<file path="config.mk">
export PLATFORM = sky130hd
export DESIGN_NAME = floor_request_latch
export DESIGN_NICKNAME = d
export VERILOG_FILES = /design/src/rtl/floor_request_latch.sv
export SDC_FILE = /design/constraint.sdc
export NUM_CORES = 1
export LEC_CHECK = 0
export CORE_ASPECT_RATIO = 1.25
export CORE_MARGIN = 3
export CORE_UTILIZATION = 45
export CTS_BUF_LIST = sky130_fd_sc_hd__clkbuf_16
export DETAILED_ROUTE_END_ITERATION = 7
export GPL_TIMING_DRIVEN = 1
export RECOVER_POWER = 50
export SLEW_MARGIN = 20
export SYNTH_ARGS = -nofsm -noshare
export SYNTH_HDL_FRONTEND = slang
export SYNTH_SLANG_ARGS = --single-unit
</file>
<file path="constraint.sdc">
create_clock -name clk -period 4.95 [get_ports clk]
set_input_delay 0.99 -clock clk [delete_from_list [all_inputs] [get_ports clk]]
set_output_delay 0.99 -clock clk [all_outputs]
set_load 0.02 [all_outputs]
</file>
<file path="src/rtl/floor_request_latch.sv">
// Button front end: synchronises and debounces each button, then latches presses until the floor is served.
// Optional macro REQ_CANCEL_EN: a second press on an already-pending floor cancels that request.
module floor_request_latch #(
  parameter int NUM_FLOORS = 16,
  parameter int DB_CYCLES  = 4,
  parameter int DB_W       = 3
) (
  input  logic                  clk,
  input  logic                  reset,
  input  logic [NUM_FLOORS-1:0] raw_buttons,
  input  logic [3:0]            current_floor,
  input  logic                  floor_served,
  output logic [NUM_FLOORS-1:0] pending,
  output logic                  any_pending,
  output logic                  new_req
);

  localparam logic [DB_W-1:0] CNT_MAX = DB_W'(DB_CYCLES - 1);

  logic [NUM_FLOORS-1:0] s1_q, s2_q;
  logic [NUM_FLOORS-1:0] db_q, db_d;
  logic [NUM_FLOORS-1:0] pending_q, pending_d;
  logic [NUM_FLOORS-1:0] press, clr;
  logic [DB_W-1:0]       cnt_q [NUM_FLOORS];
  logic [DB_W-1:0]       cnt_d [NUM_FLOORS];
  logic                  new_req_q, new_req_d;

  generate
    for (genvar gi = 0; gi < NUM_FLOORS; gi++) begin : g_bit
      logic differ;
      logic at_max;
      logic toggle;

      // The counter only runs while the synchronised level disagrees with the debounced one.
      assign differ     = s2_q[gi] ^ db_q[gi];
      assign at_max     = (cnt_q[gi] == CNT_MAX);
      assign toggle     = differ & at_max;
      assign press[gi]  = toggle & s2_q[gi];
      assign db_d[gi]   = toggle ? s2_q[gi] : db_q[gi];
      assign cnt_d[gi]  = (!differ || at_max) ? '0 : cnt_q[gi] + DB_W'(1);
      assign clr[gi]    = floor_served && (current_floor == 4'(gi));

      // Clear has priority: a press at the floor being served is already satisfied.
      always_comb begin
        pending_d[gi] = pending_q[gi];
        if (clr[gi]) begin
          pending_d[gi] = 1'b0;
        end else if (press[gi] && !pending_q[gi]) begin
          pending_d[gi] = 1'b1;
        end else if (press[gi] && pending_q[gi]) begin
`ifdef REQ_CANCEL_EN
          pending_d[gi] = 1'b0;
`else
          pending_d[gi] = 1'b1;
`endif
        end
      end
    end
  endgenerate

  assign new_req_d = |(pending_d & ~pending_q);

  always_ff @(posedge clk or negedge reset) begin
    if (!reset) begin
      s1_q      <= '0;
      s2_q      <= '0;
      db_q      <= '0;
      pending_q <= '0;
      new_req_q <= 1'b0;
      for (int i = 0; i < NUM_FLOORS; i++) begin
        cnt_q[i] <= '0;
      end
    end else begin
      s1_q      <= raw_buttons;
      s2_q      <= s1_q;
      db_q      <= db_d;
      pending_q <= pending_d;
      new_req_q <= new_req_d;
      for (int i = 0; i < NUM_FLOORS; i++) begin
        cnt_q[i] <= cnt_d[i];
      end
    end
  end

  assign pending     = pending_q;
  assign any_pending = |pending_q;
  assign new_req     = new_req_q;

endmodule

</file>
# Word-level counts from Yosys, hierarchy flattened
# Index checks and enable logic that the tools add are counted.
# word_totals
ff_bits	113
latchBits	0
ram_bits	0
mem_bits_ro	0
mem_count	0
# classes
n_addsub	16
multipliers	0
div	0
order_cmp	0
n_eq_ne	31
n_shift	0
muxes	64
bitwise	50
n_reduce_logical	99
# ops
cell	n
$add A3 B1 Y3 const B	16
$eq A3 B2 Y1 const B	16
$logic_and A1 B1 Y1	48
$mux W1	48
$mux W3	16
$and A1 B1 Y1	32
$eq A4 B4 Y1 const B	8
$logic_not A1 Y1	32
$reduce_or A16 Y1	2
$and A16 B16 Y16	1
$eq A4 B3 Y1 const B	4
$logic_or A1 B1 Y1	16
$not A16 Y16	1
$xor A1 B1 Y1	16
$eq A4 B2 Y1 const B	2
$eq A4 B1 Y1 const B	1
$logic_not A4 Y1	1

# Logic depth before layout (Yosys ltp)
# Gate-level depths: netlist of the first run.
# logic_depth
ltp_word	9
mapped_depth	7
depth_no_buf	7

# Least setup slack after synthesis of the first run
# No wires, ideal clock.
# synth_timing
path_kind	input to register
startpoint	input port current_floor[2]
endpoint	register new_req_q, in the netlist new_req
setup_time_ns	0.143
t_arrival_ns	1.912
t_required_ns	4.807
path_slack_ns	2.895
path_stages	7
path_buffers	2
path_cell_list	buf_2 -> and3b_1 -> buf_6 -> and3_4 -> o41ai_2 -> a211oi_1 -> nand4_1
# synth_via
elab_chain_len	5
# synth_rtl
element	line	rtl
start: declaration	11	input logic [3:0] current_floor,
$eq A4 B1 Y1 (tied with other cells)	41	assign clr[gi] = floor_served && (current_floor == 4'(gi));
$logic_and A1 B1 Y1	41	
$mux W1	46	if (clr[gi]) begin
$and A16 B16 Y16 *	61	assign new_req_d = |(pending_d & ~pending_q);
$reduce_or A16 Y1 *	61	
named net new_req_d	26	logic new_req_q, new_req_d;
end signal: assignment	78	new_req_q <= new_req_d;
end: declaration	26	
# Mark *: on every way through the listed nets, which the timed path passes. The rest lies on a longest branch.
# A chain may end at the register's enable or synchronous reset.

==> impl_results.md, run 1 <==
* Status: complete, but fails checks
* Failing checks: max-capacitance violations, max-slew violations
* Largest net degree at the start of global routing at 57
* Dpl hpwl at 5950 um
* #FFs+latches synth at 113
* Synthesized area per cell at 11.5 um2
* Post-Syn Area at 4580 um2
* DRC Markers at 0
* Count leader, synth: dfrtp_1
* Slew @ Worst Pin at 2.60 ns
* CTS buffer count at 17
* Placed Area at 5110 um2
* Area delta synth->final at 24.5%
* CTS tree: built
* RSZ-0062 raised after global routing: no
* Post-CTS sizing at 0
* Gpl congestion at 0.844
* Die Span X at 96.2 um
* Finished Cell Area at 5700 um2
* Clock-pin slew on the worst setup and hold paths at 0.05 ns
* Final Critical Period at 3.30 ns
* Core Region at 9760 um2
* Ys flop type: dfrtp_1
* Total GRT Usage at 15.9%
* Unique masters post-synth at 36
* First-pass GRT wire length at 13500 um
* Crit-path slowest cell: clkbuf_1
* Number of global-route vias before repair at 2971
* Net Count, Synth at 453
* Die Area at 11400 um2
* Final Max Tran Viols at 51
* Hold Startpoint: s1_q[3]$_DFF_PN0_
* Root buf cell: clkbuf_16
* I/O pin total at 41
* Area leader, netlist: dfrtp_1
* Initial antenna violation count at 0
* Final Hold Fails at 0
* Kind of critical path: in -> async
* Worst R2R Start: cnt_q[39]$_DFF_PN0_
* DIE HEIGHT at 119 um
* Clock Sinks at 113
* Layout Utilization at 58.4%
* Worst-Skew Late Latency at 0.41 ns
* Drt wl/cell at 13.8 um
* Max Root-Sink Buffers at 2
* Ys Warns at 0
* Crit path max fanout at 50
* Remaining antenna violation count at 0
* Cells after Synth at 398
* # setup viols final at 0
* Diode count at 0
* Headroom to the max-slew limit at -73.6%
* Post-CTS Hold Buffers at 0
* WP buf/inv at 2
* DR pass1 iterations at 4
* Share of the synthesized area in the top cell type at 61.7%
* Ys async rst share at 100%
* Fin Clk Skew at 0.00654 ns
* Placed Instances at 561
* Pwr per Cell Area at 608 nW/um2
* Startpoint type of the worst setup path: input pin
* Layout cells sized above 1 at 7.49%
* HP Class: reg -> reg
* Synth cell count leaders: dfrtp_1 (113), nor2_1 (59), inv_1 (52)
* Worst Path Required at 4.90 ns
* Top Family by Delay on Critical Path: buffers and inverters
* P_leak at 2.70 nW
* Seq/Total Area, Yosys at 61.7%
* Reg2reg path depth at 7
* Met2 WL at 4070 um
* Layout net count at 509
* M1 wire length at 3580 um
* Setup WS post-layout at 1.65 ns
* F_max at 0.303 GHz
* CP Data Arrival Time at 3.25 ns
* EDFF count, synth at 0
* Initial drt markers at 135
* Rows at 40
* CP max stage delay at 1.88 ns
* R2r endpoint: new_req$_DFF_PN0_
* DR vias/cell at 4.91
* Max layer used: met4
* H-tree depth reported by CTS at 4
* Worst hold stages at 0
* Worst min-delay path endpoint: s2_q[3]$_DFF_PN0_
* Critical-path cell list: clkbuf_1, clkbuf_1
* Final setup TNS at 0 ns
* Port Buffers at 40
* Drt total wl at 8200 um
* Final period utilization at 66.6%
* Post-Layout Cell Count at 593
* WL met3 at 363 um
* Setup WS pre-CTS at 2.08 ns
* Maximum vdd ir drop at 0.279 mV
* Filler cell count at 845
* Reg-to-reg setup timing slack at 3.03 ns
* Worst Setup End Kind: asynchronous set/reset pin
* Max-cap violations at 1
* Via count at 2913
* Initial core utilization at 46.9%
* Setup Fix Bufs, Post-CTS at 0
* Most frequent CP cell: clkbuf_1
* Total grt overflow at 0
* Top cells by area, synth: dfrtp_1 (62%), ha_1 (8.7%), nor2_1 (4.8%)
## flip-flops by register name, summed over array words and instances, names as in the netlist
signal	count
s1_q	16
s2_q	16
cnt_q	48
new_req	1
db_q	16
pending	16
## cells in the final DEF, fill, tap and decap left out, drive strengths merged
master and count:
or3 1, bufinv 4, nand2b 17, xor2 16, a31oi 12, clkinv 8, dlygate4sd3 16, nor3 8
nand4 2, a32oi 1, o211ai 1, clkinvlp 1, nand3 6, nand2 16, and3 2, or2b 1
o21a 2, a2111oi 6, buf 1, nor2 61, mux2 1, ha 32, nor4 8, clkdlybuf4s50 23
a311oi 1, inv 55, a211oi 2, o41ai 1, and3b 2, clkbuf 19, o21ai 15, o22a 5
a21oi 6, o32a 2, dfrtp 113
## stage by stage
stage,total power [W],hold WS (ns)
2_1_floorplan,0.00193,0.331
3_3_place_gp,0.00223,0.332
3_5_place_dp,0.00227,0.335
4_1_cts,0.00352,0.348
5_1_grt,0.00371,0.351
6_report,0.00347,0.347
## where the power goes
group	switching, W	internal, W
clock network	0.000399	0.000827
logic	0.000444	0.000376
registers	0.000217	0.00120
total	0.00106	0.00241
## area by class of cell
class | count | area (um2) | area share (%)
Clock buffer | 17 | 425 | 7.46
Clock inverter | 15 | 175 | 3.07
Tap cell | 126 | 158 | 2.76
Sequential cell | 113 | 2830 | 49.6
Timing Repair Buffer | 42 | 405 | 7.11
Inverter | 53 | 199 | 3.49
Multi-Input combinational cell | 227 | 1510 | 26.5
## kinds of logic (layout without fill, tap and decap cells)
logic type,Yosys count,count (layout),share of synthesized area (%)
multiplexers,1,1,0.246
XOR/XNOR,16,16,3.06
buffers and inverters,58,127,5.22
flip-flops,113,113,61.7
adder cells (fa/ha/maj),32,32,8.74
AND/OR/NAND/NOR,124,124,12.8
AO/OA/AOI/OAI,54,54,8.19
## worst max path at each step
stage,to,cells past startpoint,from
final,s1_q[6]$_DFF_PN0_,2,reset
after global routing,s2_q[5]$_DFF_PN0_,2,reset
after CTS,any_pending,3,pending[2]$_DFF_PN0_
after detailed placement,new_req$_DFF_PN0_,5,current_floor[1]
after global placement,new_req$_DFF_PN0_,5,current_floor[1]
after floorplan,new_req$_DFF_PN0_,7,current_floor[2]
## metal layers
metal,GRT usage (%),up-vias
met3,6.56,15
li1,-,1448
met1,18.6,1400
met2,25.2,50
met5,0,-
met4,6.67,0
Power figures use the tool's default switching activity.
==> run 2, diff against run 1 <==
--- a/config.mk
+++ b/config.mk
@@ -11,6 +11,7 @@
 export CTS_BUF_LIST = sky130_fd_sc_hd__clkbuf_16
 export DETAILED_ROUTE_END_ITERATION = 7
 export GPL_TIMING_DRIVEN = 1
+export PLACE_DENSITY = 0.67
 export RECOVER_POWER = 50
 export SLEW_MARGIN = 20
 export SYNTH_ARGS = -nofsm -noshare
==> constraint.sdc (replaced) <==
create_clock -name clk -period 2.95 [get_ports clk]
set_input_delay 0.59 -clock clk [delete_from_list [all_inputs] [get_ports clk]]
set_output_delay 0.59 -clock clk [all_outputs]
set_load 0.02 [all_outputs]
==> impl_results.md, run 2 (synthesized netlist as in run 1, its figures left out) <==
* Setup WS pre-CTS at 0.511 ns
* P_leak at 2.67 nW
* Headroom to the max-slew limit at 19.1%
* Max Root-Sink Buffers at 2
* Layout net count at 509
* Reg2reg path depth at 7
* Clock Sinks at 113
* DRC Markers at 0
* Worst Setup End Kind: output port
* Dpl hpwl at 5870 um
* Largest register FFs at 48
* Final Critical Period at 2.58 ns
* Fin Clk Skew at 0.00479 ns
* Setup WS post-layout at 0.370 ns
* Root buf cell: clkbuf_16
* HP Class: reg -> reg
* Die Span X at 96.2 um
* Final setup TNS at 0 ns
* Worst-Skew Late Latency at 0.40 ns
* Worst min-delay path endpoint: s2_q[12]$_DFF_PN0_
* CTS buffer count at 17
* Startpoint type of the worst setup path: flop
* Hold Startpoint: s1_q[12]$_DFF_PN0_
* Layout cells sized above 1 at 6.87%
* First-pass GRT wire length at 13800 um
* Total GRT Usage at 16.3%
* Number of global-route vias before repair at 3012
* Die Area at 11400 um2
* Via count at 2915
* Filler cell count at 817
* Initial drt markers at 121
* Max-cap violations at 0
* F_max at 0.388 GHz
* CP Data Arrival Time at 1.99 ns
* Worst hold stages at 0
* Reg-to-reg setup timing slack at 1.12 ns
* Commonest non-fill, non-tap cell in the layout: dfrtp_1
* Critical-path cell list: nor4_1, nand4_1, clkdlybuf4s50_1
* CTS tree: built
* I/O pin total at 41
* DR pass1 iterations at 4
* DIE HEIGHT at 119 um
* Drt total wl at 8170 um
* Final period utilization at 87.4%
* Total grt overflow at 0
* Largest net degree at the start of global routing at 51
* Worst Path Required at 2.36 ns
* Diode count at 0
* Gpl congestion at 0.850
* Post-CTS sizing at 0
* Setup Fix Bufs, Post-CTS at 0
* Clock-pin slew on the worst setup and hold paths at 0.05 ns
* Pwr per Cell Area at 982 nW/um2
* Initial antenna violation count at 0
* Most frequent cells in the layout: dfrtp_1 (113), nor2_1 (59), inv_1 (55)
* Remaining antenna violation count at 0
* Final Hold Fails at 0
* Drt wl/cell at 13.8 um
* # setup viols final at 0
* Maximum vdd ir drop at 0.464 mV
* Rows at 40
* Top reg by flops: cnt_q
* Crit-path slowest cell: clkdlybuf4s50_1
* Kind of critical path: reg -> out
* Final Max Tran Viols at 0
* WP buf/inv at 1
* Port Buffers at 40
* Initial core utilization at 46.9%
* Overall Power at 0.00552 W
* DR vias/cell at 4.92
* Status: finished, final reports clean
* Area delta synth->final at 22.6%
* H-tree depth reported by CTS at 4
* R2r endpoint: new_req$_DFF_PN0_
* Slew @ Worst Pin at 1.21 ns
* Worst R2R Start: cnt_q[15]$_DFF_PN0_
* Crit path max fanout at 4
* RSZ-0062 raised after global routing: no
* CP max stage delay at 0.58 ns
* Top Family by Delay on Critical Path: simple AND/OR/NAND/NOR gates
* Core Region at 9760 um2
* Post-CTS Hold Buffers at 0
run 2: cell types whose count changed in the layout (fill, tap and decap cells not counted):
cell | before | now
clkbuf_2 | 0 | 2
inv_1 | 54 | 55
bufinv_16 | 4 | 1
clkinvlp_4 | 1 | 0
clkbuf_1 | 2 | 0
clkinv_1 | 3 | 6
clkinv_4 | 1 | 0
run 2: power breakdown:
group / switching, W / internal [W]
Sequential: 0.000369 / 0.00202
Combinational: 0.000752 / 0.000633
Clock: 0.000631 / 0.00111
run 2: through the flow:
| step | instance area (um2) | std cells | hold WS, ns | utilization (%) |
|---|---|---|---|---|
| finish | 5620 | 592 | 0.343 | 57.5 |
| global route | 5620 | 592 | 0.349 | 57.5 |
| CTS | 5630 | 592 | 0.228 | 57.7 |
| detailed placement | 5120 | 561 | 0.335 | 52.5 |
| global placement | 5120 | 561 | 0.332 | 52.5 |
| floorplan | 4580 | 398 | 0.294 | - |
run 2: how the worst max path moves through the flow:
stage                               from                end  slack [ns]  cells after the start
finish              pending[3]$_DFF_PN0_        any_pending        0.37                      3
global route        pending[3]$_DFF_PN0_        any_pending        0.31                      3
CTS                 pending[3]$_DFF_PN0_        any_pending        0.33                      3
detailed placement      current_floor[1]  new_req$_DFF_PN0_        0.51                      5
global placement        current_floor[1]  new_req$_DFF_PN0_        0.55                      5
floorplan            cnt_q[15]$_DFF_PN0_  new_req$_DFF_PN0_        1.29                      7
run 2: layout make-up:
class                           instances  area [um2]  share of cell area [%]
Clock buffer                           17         425                    7.58
Clock inverter                         14        83.8                    1.49
Inverter                               53         199                    3.54
Multi-Input combinational cell        227        1510                    27.0
Sequential cell                       113        2830                    50.4
Tap cell                              126         158                    2.81
Timing Repair Buffer                   42         408                    7.26
run 2: metal layers:
metal	wire (um)	vias up	track usage, %
met4	172	0	7.21
met2	4150	46	25.7
li1	-	1440	-
met1	3500	1413	19.4
met5	0	-	0
met3	349	16	6.43
==> run 3, diff against run 2 <==
--- a/config.mk
+++ b/config.mk
@@ -10,8 +10,8 @@
 export CORE_UTILIZATION = 45
 export CTS_BUF_LIST = sky130_fd_sc_hd__clkbuf_16
 export DETAILED_ROUTE_END_ITERATION = 7
+export DONT_BUFFER_PORTS = 1
 export GPL_TIMING_DRIVEN = 1
-export PLACE_DENSITY = 0.67
 export RECOVER_POWER = 50
 export SLEW_MARGIN = 20
 export SYNTH_ARGS = -nofsm -noshare
==> impl_results.md, run 3 (synthesized netlist as in run 1, its figures left out) <==
* CTS tree: built
* Clock-pin slew on the worst setup and hold paths at 0.05 ns
* Number of global-route vias before repair at 2891
* Min Hold Slack at -0.119 ns
* # setup viols final at 0
* Root buf cell: clkbuf_16
* Final Critical Period at 2.37 ns
* CTS buffer count at 17
* Most frequent cells in the layout: dfrtp_1 (113), nor2_1 (59), inv_1 (54)
* Final setup TNS at 0 ns
* Kind of critical path: reg -> out
* RSZ-0062 raised after global routing: no
* First-pass GRT wire length at 13500 um
* Slew @ Worst Pin at 0.736 ns
* DR pass1 iterations at 5
* Area delta synth->final at 14.1%
* Final Max Tran Viols at 0
* Port Buffers at 0
* HP Class: in -> async
* Layout net count at 467
* Final Hold Fails at 113
* Headroom to the max-slew limit at 49.6%
* Total grt overflow at 0
* Fin Clk Skew at 0.00678 ns
* Dpl hpwl at 5540 um
* Initial core utilization at 46.9%
* Largest net degree at the start of global routing at 114
* Clock Sinks at 113
* Drt wl/cell at 14.4 um
* Commonest non-fill, non-tap cell in the layout: dfrtp_1
* Reg-to-reg setup timing slack at 0.74 ns
* Initial drt markers at 85
* Die Area at 11400 um2
* Worst-Skew Late Latency at 0.40 ns
* DIE HEIGHT at 119 um
* Top reg by flops: cnt_q
* Core Region at 9760 um2
* Worst Path Required at 2.36 ns
* Remaining antenna violation count at 0
* F_max at 0.422 GHz
* Layout cells sized above 1 at 7.35%
* Placed Instances at 519
* Reg2reg path depth at 7
* Post-Layout Cell Count at 548
* Register area at 2830 um2
* Gpl congestion at 0.734
* Rows at 40
* R2r endpoint: new_req$_DFF_PN0_
* Startpoint type of the worst setup path: flop
* Filler cell count at 848
* Crit path max fanout at 5
* Overall Power at 0.00531 W
* Largest register FFs at 48
* CP Data Arrival Time at 1.78 ns
* Via count at 2771
* Worst Setup End Kind: output port
* DR vias/cell at 5.06
* I/O pin total at 41
* H-tree depth reported by CTS at 4
* Layout Utilization at 53.6%
* Status: complete, but fails checks
* DRC Markers at 0
* Final period utilization at 80.3%
* Total GRT Usage at 15.8%
* Die Span X at 96.2 um
* P_leak at 2.51 nW
* Worst R2R Start: cnt_q[36]$_DFF_PN0_
* Drt total wl at 7910 um
* Max-cap violations at 0
* Max Root-Sink Buffers at 2
* Area occupied by multi-input gates at 1510 um2
* Pwr per Cell Area at 1020 nW/um2
* Initial antenna violation count at 0
* Diode count at 0
* Failing checks: negative hold slack
* Maximum vdd ir drop at 0.556 mV
-- run 3: cell types whose count changed in the layout (fill, tap and decap cells not counted), sizes merged --
| cell | before | now |
|---|---|---|
| clkbuf | 19 | 17 |
| bufinv | 1 | 2 |
| clkdlybuf4s50 | 23 | 0 |
| dlygate4sd3 | 16 | 0 |
| clkinv | 10 | 8 |
| inv | 56 | 55 |
| buf | 1 | 0 |
-- run 3: worst max-delay path, stage by stage (launching register included) --
cell	delay (ns)
dfrtp_1	0.50
nor4_1	0.47
nand4_1	0.41
-- run 3: per-layer routing --
layer,GRT usage [%],up-vias,wire length [um]
li1,-,1362,-
met4,7.30,0,237
met5,0,-,0
met2,24.5,57,3850
met3,7.51,21,562
met1,18.1,1331,3250
-- run 3: per-stage QoR --
stage | instance area, um2 | hold slack (ns) | worst slack, ns
3_5_place_dp | 4700 | 0.299 | 0.791
2_1_floorplan | 4580 | 0.294 | 1.29
6_report | 5230 | -0.119 | 0.582
4_1_cts | 5230 | -0.135 | 0.536
3_3_place_gp | 4700 | 0.298 | 0.900
5_1_grt | 5230 | -0.142 | 0.542
-- run 3: where the power goes --
part           total, W  internal (W)  switching (W)  leakage [nW]
clock           0.00184       0.00120       0.000637         0.273
combinational  0.000940      0.000427       0.000513         0.825
sequential      0.00254       0.00202       0.000521          1.41
-- run 3: layout make-up --
cell class | instances | area share, %
Clock inverter | 12 | 1.99
Tap cell | 126 | 3.02
Multi-Input combinational cell | 227 | 29.0
Sequential cell | 113 | 54.1
Inverter | 53 | 3.81
Clock buffer | 17 | 8.14
-- run 3: worst max path at each step --
stage                              start                 to  slack (ns)
floorplan            cnt_q[15]$_DFF_PN0_  new_req$_DFF_PN0_        1.29
global placement     cnt_q[36]$_DFF_PN0_  new_req$_DFF_PN0_        0.90
detailed placement   cnt_q[36]$_DFF_PN0_  new_req$_DFF_PN0_        0.79
CTS                 pending[7]$_DFF_PN0_        any_pending        0.54
global route        pending[7]$_DFF_PN0_        any_pending        0.54
finish              pending[7]$_DFF_PN0_        any_pending        0.58
-- run 3: repair_timing --
action,CTS,global route
gates resized for setup,0,0
buffers inserted,0,0
hold endpoints to repair,113,113
